$ cat src/rtl/alu_pkg.sv
// Shared ALU definitions: serial add/sub FSM encoding and operation codes.
package alu_pkg;

    typedef enum logic [1:0] {
        IDLE = 2'd0,
        RUN  = 2'd1,
        DONE = 2'd2
    } serial_state_t;

    localparam logic OP_ADD = 1'b0;
    localparam logic OP_SUB = 1'b1;

endpackage

$ cat src/rtl/serial_addsub_if.sv
// Start/busy/done handshake between the control unit (master) and the serial adder (slave).
interface serial_addsub_if #(
    parameter int WIDTH = 8
);

    logic             start;
    logic             op_sub;
    logic [WIDTH-1:0] a;
    logic [WIDTH-1:0] b;
    logic             busy;
    logic             done;
    logic [WIDTH-1:0] result;
    logic             c_out;
    logic             overflow;
    logic             zero;

    modport master (
        output start, op_sub, a, b,
        input  busy, done, result, c_out, overflow, zero
    );

    modport slave (
        input  start, op_sub, a, b,
        output busy, done, result, c_out, overflow, zero
    );

endinterface

$ cat src/rtl/serial_fa_cell.sv
// Single combinational 1-bit full adder, reused every cycle by the serial datapath.
module serial_fa_cell (
    input  logic a,
    input  logic b,
    input  logic c_in,
    output logic sum,
    output logic c_out
);

    assign sum   = a ^ b ^ c_in;
    assign c_out = (a & b) | (a & c_in) | (b & c_in);

endmodule

$ cat src/rtl/serial_addsub.sv
// Bit-serial adder/subtractor: one full-adder cell, LSB first, WIDTH cycles per operation.
module serial_addsub
    import alu_pkg::*;
#(
    parameter  int WIDTH = 8,
    localparam int CNT_W = $clog2(WIDTH)
) (
    input  logic            clk,
    input  logic            rst,
    serial_addsub_if.slave  bus
);

    localparam logic [1:0] ST_IDLE = IDLE;
    localparam logic [1:0] ST_RUN  = RUN;
    localparam logic [1:0] ST_DONE = DONE;

    logic [1:0]       state;
    logic [WIDTH-1:0] sh_a;
    logic [WIDTH-1:0] sh_b;
    logic [WIDTH-1:0] res_sh;
    logic             carry;
    logic [CNT_W-1:0] cnt;
    logic             c_out_r;
    logic             ovf_r;
    logic             zero_r;

    logic             fa_sum;
    logic             fa_cout;
    logic             last_bit;
    logic [WIDTH-1:0] next_res;

    serial_fa_cell u_fa (
        .a     (sh_a[0]),
        .b     (sh_b[0]),
        .c_in  (carry),
        .sum   (fa_sum),
        .c_out (fa_cout)
    );

    assign last_bit = (cnt == CNT_W'(WIDTH - 1));
    assign next_res = {fa_sum, res_sh[WIDTH-1:1]};

    // Subtraction is a + ~b + 1: invert B on load and seed the carry with op_sub.
    always_ff @(posedge clk) begin
        if (rst) begin
            state   <= ST_IDLE;
            sh_a    <= '0;
            sh_b    <= '0;
            res_sh  <= '0;
            carry   <= 1'b0;
            cnt     <= '0;
            c_out_r <= 1'b0;
            ovf_r   <= 1'b0;
            zero_r  <= 1'b0;
        end else begin
            case (state)
                ST_IDLE: begin
                    if (bus.start) begin
                        sh_a    <= bus.a;
                        sh_b    <= (bus.op_sub == OP_SUB) ? ~bus.b : bus.b;
                        carry   <= (bus.op_sub == OP_SUB);
                        cnt     <= '0;
                        res_sh  <= '0;
                        c_out_r <= 1'b0;
                        ovf_r   <= 1'b0;
                        zero_r  <= 1'b0;
                        state   <= ST_RUN;
                    end
                end
                ST_RUN: begin
                    sh_a   <= sh_a >> 1;
                    sh_b   <= sh_b >> 1;
                    res_sh <= next_res;
                    carry  <= fa_cout;
                    // On the MSB, carry still holds the carry into the MSB.
                    if (last_bit) begin
                        c_out_r <= fa_cout;
                        ovf_r   <= carry ^ fa_cout;
                        zero_r  <= (next_res == '0);
                        state   <= ST_DONE;
                    end else begin
                        cnt <= cnt + CNT_W'(1);
                    end
                end
                ST_DONE: begin
                    state <= ST_IDLE;
                end
                default: begin
                    state <= ST_IDLE;
                end
            endcase
        end
    end

    assign bus.busy     = (state == ST_RUN);
    assign bus.done     = (state == ST_DONE);
    assign bus.result   = res_sh;
    assign bus.c_out    = c_out_r;
    assign bus.overflow = ovf_r;
    assign bus.zero     = zero_r;

endmodule

$ cat src/flat_wrapper.sv
// flat-port wrapper written by rule: the top's interface ports become plain ports
module serial_addsub_flat import alu_pkg::*;
#(
    parameter  int WIDTH = 8,
    localparam int CNT_W = $clog2(WIDTH)
)
  (clk, rst, bus_start, bus_op_sub, bus_a, bus_b, bus_busy, bus_done, bus_result, bus_c_out, bus_overflow, bus_zero);
  serial_addsub_if #(.WIDTH(WIDTH)) bus_i ();
  input  logic clk;
  input  logic rst;
  input wire logic [$bits(bus_i.start)-1:0] bus_start;
  input wire logic [$bits(bus_i.op_sub)-1:0] bus_op_sub;
  input wire logic [$bits(bus_i.a)-1:0] bus_a;
  input wire logic [$bits(bus_i.b)-1:0] bus_b;
  output wire logic [$bits(bus_i.busy)-1:0] bus_busy;
  output wire logic [$bits(bus_i.done)-1:0] bus_done;
  output wire logic [$bits(bus_i.result)-1:0] bus_result;
  output wire logic [$bits(bus_i.c_out)-1:0] bus_c_out;
  output wire logic [$bits(bus_i.overflow)-1:0] bus_overflow;
  output wire logic [$bits(bus_i.zero)-1:0] bus_zero;
  assign bus_i.start = bus_start;
  assign bus_i.op_sub = bus_op_sub;
  assign bus_i.a = bus_a;
  assign bus_i.b = bus_b;
  assign bus_busy = bus_i.busy;
  assign bus_done = bus_i.done;
  assign bus_result = bus_i.result;
  assign bus_c_out = bus_i.c_out;
  assign bus_overflow = bus_i.overflow;
  assign bus_zero = bus_i.zero;
  serial_addsub #(.WIDTH(WIDTH)) u_core (.clk(clk), .rst(rst), .bus(bus_i));
endmodule
$ cat config.mk
export PLATFORM = sky130hd
export DESIGN_NAME = serial_addsub_flat
export DESIGN_NICKNAME = d
export VERILOG_FILES = /design/src/rtl/alu_pkg.sv /design/src/rtl/serial_addsub_if.sv /design/src/rtl/serial_fa_cell.sv /design/src/rtl/serial_addsub.sv /design/src/flat_wrapper.sv
export SDC_FILE = /design/constraint.sdc
export NUM_CORES = 1
export LEC_CHECK = 0
export ABC_AREA = 1
export ABC_CLOCK_PERIOD_IN_PS = 1200
export BUFFER_PORTS_ARGS = -buffer_cell sky130_fd_sc_hd__buf_2
export CAP_MARGIN = 40
export CORE_MARGIN = 1.5
export CORE_UTILIZATION = 51
export CTS_BUF_LIST = sky130_fd_sc_hd__clkbuf_8
export DETAILED_ROUTE_END_ITERATION = 6
export GPL_TIMING_DRIVEN = 0
export PLACE_DENSITY = 0.78
export SLEW_MARGIN = 15
export SYNTH_ARGS = -nofsm -noshare
export SYNTH_HDL_FRONTEND = slang
export SYNTH_HIERARCHICAL = 1
export SYNTH_SLANG_ARGS = --single-unit
$ cat constraint.sdc
create_clock -name clk -period 1.2 [get_ports clk]
set_input_delay 0 -clock clk [delete_from_list [all_inputs] [get_ports clk]]
set_output_delay 0 -clock clk [all_outputs]
set_load 0.01 [all_outputs]
==> flow_summary.ini <==
[run_status]
status = complete, but fails checks
violations = negative setup slack

[synthesis]
netlist.area_leader.share = 0.408
syn_nets = 276
synthTopCellsByArea = dfxtp_1, nand2_1, inv_1, nor2_1, nand3_1
synth.cell_area_mm2 = 0.00162
synth_cell_types = 23
synth-seq-cells = 33
ys_seq_area_frac = 0.408
synthCells = 252
yosysTopAreaCell = dfxtp_1
yosysWarnings = 6
synth_area_per_cell_um2 = 6.42

[worst_setup_path]
cp.required_ps = 1390
cp.arrival_ps = 1500
path_class = reg -> reg
end_kind = flip-flop
reg2reg_slack_ps = -100
start_kind = flip-flop
cp_max_fo = 2

[global_routing]
grt_pass1_vias = 1408
grt_pass1_wl_um = 6040
grt.total_usage = 0.233
grt_start_max_net_pins = 12
overflow = 0
antenna_found_initial = 0

[cts]
cts_tree = built
clkSlewWorstSetupHoldPaths_ps = 70
cts_buffers = 5
htreeDepth = 2
clockBufferDepth = 2
clk_latency_ps = 290
cts_root_buffer = clkbuf_8
clock-sinks = 33

[die]
dieWidth_um = 59.3
dieArea_mm2 = 0.00352
dieHeight_um = 59.3
initial_core_util = 0.535
rows = 20
ios = 33
core-area_mm2 = 0.00303

[sta]
hold_viol = 0
period_share = 1.09
finClkSkew_ps = 7.58
setup_slack_ps = -103
fin_crit_ps = 1300
relSlewSlack = 0.685
drv_slew = 0
fmax_ghz = 0.767
rsz0062_at_grt = yes
setup_viol = 3
whs_ps = 13.7
worst_slew_pin_slew_ps = 472

[power]
p_leak_nw = 1.08
total_power_mw = 2.90
ir_drop_mv = 1.09
power_density_mw_per_mm2 = 1340

[placed_design]
place_hpwl_um = 2360
dpl_cell_area_mm2 = 0.00183
port-buffer-count = 30
dp.cells = 326
gp_congestion = 0.783

[drt]
drtAntennaViolNets = 0
num_vias = 1674
via_per_inst = 4.87
routed_wire_length_per_instance_um = 11.3
drt_pass1_iterations = 4
drt-total-wl_um = 3880
drtIter0Drc = 99
drc_errors = 0

[finish]
stdcell_count = 344
nets = 323
drive_gt1_frac = 0.247
layout_common_cells = nand2_1, buf_2, dfxtp_1
area_growth_pct = 33.4
diodes = 0
design_area_mm2 = 0.00216
fin_util = 0.713
mostFrequentLayoutCell = nand2_1

[worst_hold_path]
hp-class = in -> reg

[run]
drv_cap = 0
-- layer usage --
metal	vias up	global-route usage	routed length (µm)
li1	863	-	-
met1	762	0.293	1790
met2	42	0.377	1870
met3	7	0.0459	157
met4	0	0.120	60
met5	-	0	0
-- worst paths after layout --
path / startpoint / end / cells after the start
max: u_core/sh_b[0] / u_core/bus.zero / 5
min: bus_a[6] / u_core/sh_a[6] / 5
max reg2reg: u_core/sh_b[0] / u_core/bus.zero / 5
min reg2reg: u_core/sh_b[7] / u_core/sh_b[7] / 2
-- what timing repair did --
action                                  CTS  global route
endpoints found under the hold margin     3             0
hold buffers                              4             0
pin swaps                                 0             3
buffers inserted                          2             3
gates resized for setup                  14            25
endpoints found under the setup margin   22            26
cloned                                    0             1
-- cell usage after synthesis (all sizes together) --
cell type,count
a21oi,15
and2,2
buf,8
clkbuf,2
dfxtp,33
fa,1
ha,3
inv,28
nand2,104
nand3,16
nand4,2
nor2,27
nor3,1
o21ai,8
or2,1
xor2,1
-- where the power goes --
part / leakage, nW / switching (mW) / total (mW) / internal (mW)
registers: 0.273 / 0.0375 / 1.19 / 1.15
logic: 0.743 / 0.256 / 0.447 / 0.191
clock network: 0.0681 / 0.438 / 1.26 / 0.825
total: 1.08 / 0.731 / 2.90 / 2.17
-- through the flow --
step	setup TNS, ps	worst slack (ps)
finish	-163	-103
detailed placement	-634	-105
floorplan	-54.3	-33.0
global route	-395	-139
global placement	-385	-79.5
CTS	-145	-101
-- kinds of logic after synthesis --
family | synth area share
flops | 0.408
fa+ha+maj | 0.0356
compound gates | 0.0734
xor+xnor | 0.00541
buf+inv | 0.0974
simple gates | 0.380
-- area by class of cell --
class	instances	area, µm²
buffer	10	73.8
clock buffer	5	68.8
tap	44	55.1
clock inverter	3	65.1
multi-input combinational	182	882
inverter	28	108
timing repair buffer	39	231
sequential	33	676
fill	255	868
-- worst max-delay path, stage by stage (launching register included) --
cell and delay (ps):
dfxtp_2 340, fa_2 580, nor2_1 40, and2_1 140
nand2_1 60, a21oi_1 50
-- sequential cells by signal, summed over array words and instances (netlist names) --
name,flops
u_core/state,2
u_core/bus.overflow,1
u_core/carry,1
u_core/cnt,3
u_core/bus.zero,1
u_core/sh_b,8
u_core/sh_a,8
u_core/bus.c_out,1
u_core/bus.result,8
Note: power is estimated with default switching activity, not from simulation.
